==> config.mk <==
export PLATFORM = sky130hd
export DESIGN_NAME = vend_txn_ctrl
export DESIGN_NICKNAME = d
export VERILOG_FILES = /design/src/rtl/vend_pkg.sv /design/src/rtl/vend_tick_gen.sv /design/src/rtl/vend_txn_ctrl.sv
export SDC_FILE = /design/constraint.sdc
export NUM_CORES = 1
export LEC_CHECK = 0
export ABC_CLOCK_PERIOD_IN_PS = 3000
export CORE_ASPECT_RATIO = 0.6
export CORE_MARGIN = 1.5
export CORE_UTILIZATION = 38
export CTS_BUF_LIST = sky130_fd_sc_hd__clkbuf_8
export CTS_CLUSTER_DIAMETER = 150
export DETAILED_ROUTE_END_ITERATION = 12
export MAX_ROUTING_LAYER = met4
export SETUP_SLACK_MARGIN = 0.4
export SLEW_MARGIN = 20
export SYNTH_ARGS = -nofsm -noshare
export SYNTH_HDL_FRONTEND = slang
export SYNTH_HIERARCHICAL = 1
export SYNTH_SLANG_ARGS = --single-unit
==> constraint.sdc <==
create_clock -name clk -period 3 [get_ports clk]
set_clock_uncertainty 0.05 [all_clocks]
set_input_delay 0.6 -clock clk [delete_from_list [all_inputs] [get_ports clk]]
set_output_delay 0.6 -clock clk [all_outputs]
set_load 0.02 [all_outputs]
==> src/rtl/vend_pkg.sv <==
// Shared types and constants for the vending transaction controller:
// state encoding, change-coin codes, drink codes and default pricing.
package vend_pkg;

  typedef enum logic [0:0] {
    StInsert = 1'b0,
    StChange = 1'b1
  } vend_state_e;

  localparam logic [1:0] COIN5  = 2'b01;
  localparam logic [1:0] COIN10 = 2'b10;
  localparam logic [1:0] COIN50 = 2'b11;

  localparam logic [2:0] DRINK1 = 3'd1;
  localparam logic [2:0] DRINK2 = 3'd2;
  localparam logic [2:0] DRINK3 = 3'd3;
  localparam logic [2:0] DRINK4 = 3'd4;

  localparam int unsigned PRICE1_DEF  = 75;
  localparam int unsigned PRICE2_DEF  = 50;
  localparam int unsigned PRICE3_DEF  = 30;
  localparam int unsigned PRICE4_DEF  = 20;
  localparam int unsigned MAX_BAL_DEF = 100;

  // Largest returnable coin not exceeding the balance; callers guarantee bal >= 5.
  function automatic logic [1:0] greedy_coin(input logic [6:0] bal);
    if (bal >= 7'd50) begin
      return COIN50;
    end else if (bal >= 7'd10) begin
      return COIN10;
    end
    return COIN5;
  endfunction

  function automatic logic [6:0] coin_value(input logic [1:0] code);
    case (code)
      COIN5:   return 7'd5;
      COIN10:  return 7'd10;
      COIN50:  return 7'd50;
      default: return 7'd0;
    endcase
  endfunction

endpackage

==> src/rtl/vend_tick_gen.sv <==
// Free-running 0..TICK_CYCLES-1 counter producing a one-cycle pulse at each wrap.
// clr holds the count at zero so the first tick lands TICK_CYCLES cycles after release.
module vend_tick_gen #(
  parameter int unsigned TICK_CYCLES = 100000000
) (
  input  logic clk,
  input  logic rst_n,
  input  logic clr,
  output logic tick
);

  localparam int unsigned CntW = (TICK_CYCLES > 1) ? $clog2(TICK_CYCLES) : 1;
  localparam logic [CntW-1:0] CntMax = CntW'(TICK_CYCLES - 1);
  localparam logic [CntW-1:0] CntOne = CntW'(1);

  logic [CntW-1:0] cnt_d, cnt_q;

  always_comb begin
    cnt_d = cnt_q + CntOne;
    if (clr || (cnt_q == CntMax)) begin
      cnt_d = '0;
    end
  end

  assign tick = (cnt_q == CntMax) && !clr;

  always_ff @(posedge clk or negedge rst_n) begin
    if (!rst_n) begin
      cnt_q <= '0;
    end else begin
      cnt_q <= cnt_d;
    end
  end

endmodule

==> src/rtl/vend_txn_ctrl.sv <==
// Vending transaction controller: arbitrates coin/cancel/drink events, keeps the
// saturating balance, authorises purchases and pays change one coin per tick.
module vend_txn_ctrl
  import vend_pkg::*;
#(
  parameter int unsigned TICK_CYCLES = 100000000,
  parameter int unsigned MAX_BAL     = MAX_BAL_DEF,
  parameter int unsigned PRICE1      = PRICE1_DEF,
  parameter int unsigned PRICE2      = PRICE2_DEF,
  parameter int unsigned PRICE3      = PRICE3_DEF,
  parameter int unsigned PRICE4      = PRICE4_DEF
) (
  input  logic       clk,
  input  logic       rst_n,
  input  logic       coin5,
  input  logic       coin10,
  input  logic       coin50,
  input  logic       cancel,
  input  logic [2:0] drink_req,
  output logic [6:0] balance,
  output logic [3:0] affordable,
  output logic       vend_pulse,
  output logic [2:0] vend_id,
  output logic       deny_pulse,
  output logic       coin_valid,
  output logic [1:0] coin_code,
  output logic       busy
);

  localparam logic [6:0] MaxBal = 7'(MAX_BAL);
  localparam logic [6:0] P1     = 7'(PRICE1);
  localparam logic [6:0] P2     = 7'(PRICE2);
  localparam logic [6:0] P3     = 7'(PRICE3);
  localparam logic [6:0] P4     = 7'(PRICE4);

  function automatic logic [6:0] price_of(input logic [2:0] code);
    case (code)
      DRINK1:  return P1;
      DRINK2:  return P2;
      DRINK3:  return P3;
      DRINK4:  return P4;
      default: return 7'd0;
    endcase
  endfunction

  vend_state_e state_d, state_q;
  logic [6:0]  balance_d, balance_q;
  logic [2:0]  vend_id_d, vend_id_q;
  logic [1:0]  coin_code_d, coin_code_q;
  logic        vend_pulse_d, vend_pulse_q;
  logic        deny_pulse_d, deny_pulse_q;
  logic        coin_valid_d, coin_valid_q;
  logic [6:0]  coin_add;
  logic [7:0]  bal_sum;
  logic [1:0]  chg_code;
  logic        drink_valid;
  logic        tick;

  vend_tick_gen #(
    .TICK_CYCLES(TICK_CYCLES)
  ) u_tick_gen (
    .clk  (clk),
    .rst_n(rst_n),
    .clr  (state_q == StInsert),
    .tick (tick)
  );

  assign drink_valid = (drink_req != 3'd0) && (drink_req <= DRINK4);

  always_comb begin
    state_d      = state_q;
    balance_d    = balance_q;
    vend_id_d    = vend_id_q;
    coin_code_d  = coin_code_q;
    vend_pulse_d = 1'b0;
    deny_pulse_d = 1'b0;
    coin_valid_d = 1'b0;
    coin_add     = coin50 ? 7'd50 : (coin10 ? 7'd10 : 7'd5);
    // Sum in 8 bits so 95 + 50 saturates instead of wrapping.
    bal_sum      = {1'b0, balance_q} + {1'b0, coin_add};
    chg_code     = greedy_coin(balance_q);

    unique case (state_q)
      StInsert: begin
        if (cancel) begin
          state_d = StChange;
        end else if (drink_valid) begin
          if (balance_q >= price_of(drink_req)) begin
            balance_d    = balance_q - price_of(drink_req);
            vend_pulse_d = 1'b1;
            vend_id_d    = drink_req;
            state_d      = StChange;
          end else begin
            deny_pulse_d = 1'b1;
          end
        end else if (coin50 || coin10 || coin5) begin
          balance_d = (bal_sum > {1'b0, MaxBal}) ? MaxBal : bal_sum[6:0];
        end
      end
      StChange: begin
        if (tick) begin
          if (balance_q == 7'd0) begin
            state_d = StInsert;
          end else begin
            coin_valid_d = 1'b1;
            coin_code_d  = chg_code;
            balance_d    = balance_q - coin_value(chg_code);
          end
        end
      end
      default: state_d = StInsert;
    endcase
  end

  always_ff @(posedge clk or negedge rst_n) begin
    if (!rst_n) begin
      state_q      <= StInsert;
      balance_q    <= 7'd0;
      vend_id_q    <= 3'd0;
      coin_code_q  <= 2'd0;
      vend_pulse_q <= 1'b0;
      deny_pulse_q <= 1'b0;
      coin_valid_q <= 1'b0;
    end else begin
      state_q      <= state_d;
      balance_q    <= balance_d;
      vend_id_q    <= vend_id_d;
      coin_code_q  <= coin_code_d;
      vend_pulse_q <= vend_pulse_d;
      deny_pulse_q <= deny_pulse_d;
      coin_valid_q <= coin_valid_d;
    end
  end

  assign balance    = balance_q;
  assign vend_id    = vend_id_q;
  assign coin_code  = coin_code_q;
  assign vend_pulse = vend_pulse_q;
  assign deny_pulse = deny_pulse_q;
  assign coin_valid = coin_valid_q;
  assign busy       = (state_q == StChange);
  assign affordable = (state_q == StInsert) ?
                      {balance_q >= P4, balance_q >= P3, balance_q >= P2, balance_q >= P1} :
                      4'b0000;

endmodule

# Yosys cells after proc, flatten, opt, wreduce, memory -nomap -nowiden
# Index checks and enable logic that the tools add are counted.
[word_totals] ff_bits=43 latch_bits=0 mem_bits_rw=0 rom_bits=0 input_bits=9 output_inout_bits=20 wordCells=89 memories=0
[op_classes] n_addsub=4 multipliers=0 n_div=0 n_lt_le_gt_ge=8 eq_ne=13 shift=0 n_mux=43 bitwise=3 reduce_logical=10
[ops] cell="7-bit 2-to-1 mux" count=17
[ops] cell="7-bit one-hot mux with 4 select lines" count=1
[ops] cell="27-bit by 1-bit adder with 27-bit output, second input constant" count=1
[ops] cell="27-bit == test, second input constant" count=1
[ops] cell="27-bit 2-to-1 mux" count=1
[ops] cell="6-bit one-hot mux with 3 select lines" count=1
[ops] cell="1-bit 2-to-1 mux" count=15
[ops] cell="7-bit by 5-bit >= comparator with 1-bit output, second input constant" count=2
[ops] cell="7-bit one-hot mux with 2 select lines" count=1
[ops] cell="7-bit subtractor" count=2
[ops] cell="7-bit by 6-bit adder with 8-bit output" count=1
[ops] cell="8-bit by 7-bit greater-than comparator with 1-bit output, second input constant" count=1
[ops] cell="4-bit 2-to-1 mux" count=2
[ops] cell="7-bit by 4-bit >= comparator with 1-bit output, second input constant" count=1
[ops] cell="7-bit by 6-bit >= comparator with 1-bit output, second input constant" count=1
[ops] cell="7-bit >= comparator" count=1
[ops] cell="7-bit >= comparator, second input constant" count=1
[ops] cell="7-bit zero test" count=1
[ops] cell="3-bit by 2-bit == test with 1-bit output, second input constant" count=2
[ops] cell="2-bit 2-to-1 mux" count=3
[ops] cell="6-bit 2-to-1 mux" count=1
[ops] cell="3-bit inequality test, second input constant" count=2
[ops] cell="5-bit AND reduction" count=1
[ops] cell="2-bit == test, second input constant" count=2
[ops] cell="13 further kinds" count=19

# Logic depth before layout (Yosys ltp)
[depth] depth_word=15 mapped_depth=13 mapped_depth_nobuf=12

# Modules after synthesis
# The synthesis kept the hierarchy.
[modules_own_cells] mod="vend_txn_ctrl" n_inst=1 cells_each=223 area_per_inst_um2=1853.0 seq_area_each_um2=400.4
[modules_own_cells] mod="vend_tick_gen" n_inst=1 cells_each=173 area_per_inst_um2=1550.2 seq_area_each_um2=675.6

# Worst setup path before layout
# No wires, ideal clock.
[synth_timing] path_kind="flip-flop to flip-flop" start="register state_q, in the netlist busy" end="register balance_q[0], in the netlist balance[0]" setup_time_ns=0.121 t_arrival_ns=2.830 required_time_ns=2.829 slack_ns=-0.001 path_stages_with_launch=14 path_buffers=5 period_less_slack_ns=3.001 path_cell_list="dfrtp_1 -> clkbuf_1 -> clkbuf_1 -> inv_1 -> clkbuf_1 -> clkbuf_1 -> nor4_1 -> nand2_1 -> nor2_2 -> a21oi_2 -> a21oi_1 -> buf_2 -> o31ai_1 -> a22o_1"
[synth_between] elab_chain_cells=3 elab_cells_between_ends=9 classes_between="eq/ne (5); mux (1); bitwise (1); reduce/logical (2)"
[synth_lines] item="start: declaration" line_no="vend_txn_ctrl.sv:46" source="vend_state_e state_d, state_q;"
[synth_lines] item="start signal: assignment" line_no="vend_txn_ctrl.sv:117" source="state_q <= StInsert;"
[synth_lines] item="start signal: assignment" line_no="vend_txn_ctrl.sv:125" source="state_q <= state_d;"
[synth_lines] item="1-bit logical AND" line_no="vend_tick_gen.sv:25" source="assign tick = (cnt_q == CntMax) && !clr;"
[synth_lines] item="via tick" line_no="vend_txn_ctrl.sv:57" source="logic tick;"
[synth_lines] item="2-bit by 1-bit inequality test with 1-bit output (no line)"
[synth_lines] item="5-bit AND reduction (no line)"
[synth_lines] item="end signal: assignment" line_no="vend_txn_ctrl.sv:126" source="balance_q <= balance_d;"
[synth_lines] item="end: declaration" line_no="vend_txn_ctrl.sv:47" source="logic [6:0] balance_d, balance_q;"
# The timed path passes the listed nets, and every way through them passes these cells.
# A chain may end at the register's enable or synchronous reset.

# Final worst setup path
[layout_timing] start="input drink_req[1]" end="register vend_id_q[2], in the netlist vend_id[2]"
[layout_between] elab_chain_cells=7 elab_cells_between_ends=13 classes_between="order compare (2); eq/ne (4); mux (4); reduce/logical (3)"
[layout_lines] item="start: declaration" line_no="vend_txn_ctrl.sv:19" source="input logic [2:0] drink_req,"
[layout_lines] item="3-bit == test (tied with other cells)" line_no="vend_txn_ctrl.sv:37" source="case (code)"
[layout_lines] item="7-bit one-hot mux with 4 select lines" line_no="vend_txn_ctrl.sv:37"
[layout_lines] item="7-bit 2-to-1 mux" line_no="vend_txn_ctrl.sv:87" source="end else if (drink_valid) begin"
[layout_lines] item="7-bit 2-to-1 mux" line_no="vend_txn_ctrl.sv:85" source="if (cancel) begin"
[layout_lines] item="7-bit 2-to-1 mux" line_no="vend_txn_ctrl.sv:83" source="unique case (state_q)"
[layout_lines] item="7-bit >= comparator" line_no="vend_txn_ctrl.sv:88" source="if (balance_q >= price_of(drink_req)) begin"
[layout_lines] item="4-bit AND reduction (no line) (*)"
[layout_lines] item="end signal: assignment" line_no="vend_txn_ctrl.sv:127" source="vend_id_q <= vend_id_d;"
[layout_lines] item="end: declaration" line_no="vend_txn_ctrl.sv:48" source="logic [2:0] vend_id_d, vend_id_q;"
# Mark *: on every way between the ends. The rest lies on a longest branch, timed or not. The select of a mux whose other input is x is not followed.

==> metrics.md <==
| Metric | Value |
|---|---|
| CTS clk-pin slew, worst paths | `0.08 ns` |
| CTS tree | `yes` |
| Crit Path Max Fanout | `4` |
| Ys async rst share | `100%` |
| Initial antenna violation count | `0` |
| Worst Tran Pin Value | `about 0.67 ns` |
| Top cell type by total area after synthesis | `dfrtp_1` |
| Seq/Total Area, Yosys | `31.6%` |
| Yosys warns | `6` |
| Detailed-route via count | `between 3000 and 4000` |
| Post-synth EDFFs | `0` |
| Wire length per cell | `between 15 and 20 um` |
| Largest stage delay on the critical path | `around 0.58 ns` |
| VDD IR max | `0.235 mV` |
| Period Utilization, post-route | `about 87%` |
| Die H | `roughly 76 um` |
| Critical Path Slowest Stage Cell | `or4_4` |
| Row cnt | `26` |
| Iter 0 DRT Violations | `around 290` |
| Relative max-transition margin | `a little under three fifths` |
| GRT Total Usage | `22.9%` |
| Full die area | `9550 sq um` |
| Main area contributors after synthesis | `dfrtp_1 (32%), ha_1 (6.6%), nand2_1 (3.8%), a21oi_1 (3.5%), nor2_1 (3.3%)` |
| GRT overflow | `0` |
| LEAKAGE | `around 2.0 nW` |
| Final std cells w/o fill | `between 600 and 700` |
| Main combinational cell family by area after synthesis | `simple AND/OR/NAND/NOR gates` |
| IO Pins | `29` |
| Simple-gate portion of the synthesized area | `between 20% and 30%` |
| CTS H-tree lvls | `2` |
| Min-Delay Path Class | `in2async` |
| Final Util | `a little under three fifths` |
| Crit path cell chain | `buf_6, nor2_4, or2_4, ha_4, nor2b_4, nor3_2, o21bai_1, o22ai_2, or4_4, mux2_4` |
| CP Capture Type | `flop` |
| Post-synthesis net count | `between 400 and 500` |
| DRC | `0` |
| Initial cell density of the core | `39.6%` |
| Cell Area, Synth | `3400 sq um` |
| Status | `complete, no violations` |
| RSZ-0062 raised after global routing | `yes` |
| Synth Area in Adders | `roughly 8.4%` |
| I/O Buffers | `28` |
| Post-DRT Antenna Nets | `0` |
| Synth Flop Type | `dfrtp_1` |
| Avg Cell Area, Syn | `8.59 sq um` |
| Final WL | `approximately 11 mm` |
| Crit start category | `input port` |
| Die width | `around 130 um` |
| Worst skew pair latency | `~0.29 ns` |
| Fin. max-slew vios | `0` |
| Unique masters post-synth | `63` |
| Max cap viols | `0` |
| Hold_buf cts | `0` |
| Crit path kind | `in2reg` |
| Register bit total from synthesis | `43` |
| Kind of cell adding the most delay to the critical path | `simple AND/OR/NAND/NOR gates` |
| WP data required | `approximately 3.1 ns` |
| Vias per cell | `5.78` |
| Cells after synthesis | `396` |
| GP Congestion | `0.951` |
| Arrival time at the worst endpoint | `~2.7 ns` |
| WP buf/inv | `1` |
| Final critical-path required period | `roughly 2.6 ns` |
| Post-synth top area share | `31.6%` |
| Area growth syn-to-layout | `39.3%` |
| Final setup vio count | `0` |
| Total clock buffers created by CTS | `5` |
| ANT cells | `0` |
| Setup TNS | `0 ns` |
| DR pass1 iterations | `4` |
| CTS max path bufs | `2` |
| Total design power | `~2.7 mW` |
| Largest net degree at the start of global routing | `29` |
| Mux share of post-synthesis cell area | `under 10%` |
| Vias in the first global route | `3087` |
| First-pass GRT wire length | `17.0 mm` |
| Root buffer cell | `clkbuf_8` |
| CORE AREA | `around 8600 sq um` |
| Post-synthesis compound-gate area fraction | `around a fifth` |
| Final Hold Viols | `0` |
| Pwr Density | `between 500 and 600 nW/um^2` |
| Final #Nets | `roughly 520` |
| # placed instances | `around 580` |
| # clock sinks | `43` |
| Peak Freq | `385 MHz` |
| DP HPWL | `just under 8 mm` |
| Fraction of layout cells with a size suffix above 1 | `between 30% and 40%` |
| Xor-xnor portion of the synthesized cell area | `under 10%` |
[synthesized netlist by cell type, types with 5 or more instances]
library cell,number
dfrtp_1,43
nand2_1,34
nor2_1,30
a21oi_1,24
ha_1,18
nand3_1,18
inv_1,17
o21ai_0,15
nand4_1,13
xor2_1,12
or4_1,11
nor2b_1,10
nor3_1,9
a31oi_1,8
clkbuf_1,8
o221ai_1,8
or3_1,8
xnor2_1,8
buf_2,6
a21o_1,5
mux2_2,5
nor4_1,5
[cells in the final DEF, fill, tap and decap left out, types with 11 or more instances in the layout]
master / n
a21oi_1: 20
nor2_1: 27
nand2_1: 29
clkdlybuf4s50_1: 19
buf_4: 68
inv_1: 16
nand4_1: 13
dfrtp_1: 39
xor2_1: 11
nand3_1: 17
o21ai_0: 14
[final timing paths]
kind,start,to,slack (ns),cells past startpoint
setup / recovery,drink_req[1],vend_id[2],0.40,10
hold / removal,rst_n,vend_id[2],0.27,1
setup reg to reg,balance[1],balance[5],0.43,10
hold reg to reg,vend_id[1],vend_id[1],0.47,1
max in group asynchronous,rst_n,u_tick_gen/cnt_q[23],2.02,2
min in group clk,vend_id[1],vend_id[1],0.47,1
[final cells by class]
cell class | count | area [sq um]
tap | 112 | 140
inverter | 18 | 70.1
fill | 767 | 3850
multi-input combinational | 320 | 2540
clock inverter | 2 | 7.51
sequential | 43 | 1080
timing repair buffer | 101 | 835
clock buffer | 5 | 68.8
[sequential cells by signal (all words and copies together), names as in the netlist]
signal            cells
u_tick_gen/cnt_q     27
balance               7
vend_id               3
coin_code             2
busy                  1
coin_valid            1
deny_pulse            1
vend_pulse            1
[what timing repair did]
item                                    in CTS  in global routing
setup buffers                                7                 10
resized for setup                           44                 41
gates cloned                                 1                  0
endpoints found under the setup margin      15                 13
pin swaps                                   22                 19
[worst reg2reg max path: stages (launching register included)]
cell      delay [ns]
dfrtp_2         0.44
or3_4           0.42
a31oi_4         0.21
nand2_2         0.09
ha_4            0.24
a21o_1          0.17
a31o_2          0.24
a21oi_2         0.16
xnor2_1         0.12
a221oi_2        0.25
a21oi_1         0.09
[power by group]
part / internal, mW / switching, mW
Clock: 0.154 / 0.195
Combinational: 0.798 / 0.795
Sequential: 0.650 / 0.0876
Total: 1.60 / 1.08
[metrics by stage]
stage          hold WS, ns  setup slack (ns)  instance area, sq um
6_report             0.272             0.403                  4740
5_1_grt              0.322             0.313                  4740
4_1_cts              0.296             0.408                  4520
3_5_place_dp         0.452            -0.351                  4280
3_3_place_gp         0.459            -0.252                  4280
2_1_floorplan        0.254             0.294                  3530
[logic make-up after synthesis]
group	Yosys count
flops	43
compound gates	97
simple gates	177
mux	5
xor+xnor	20
buf+inv	33
fa+ha+maj	21
[metal layers]
metal | global-route usage, % | vias up | part of all wire (%)
met5 | - | - | 0
met4 | 2.39 | 0 | 0.25
met3 | 4.78 | 2 | 6.7
met2 | 29.3 | 99 | 40
met1 | 37.0 | 1701 | 53
li1 | - | 1672 | -
Power figures use the tool's default switching activity.
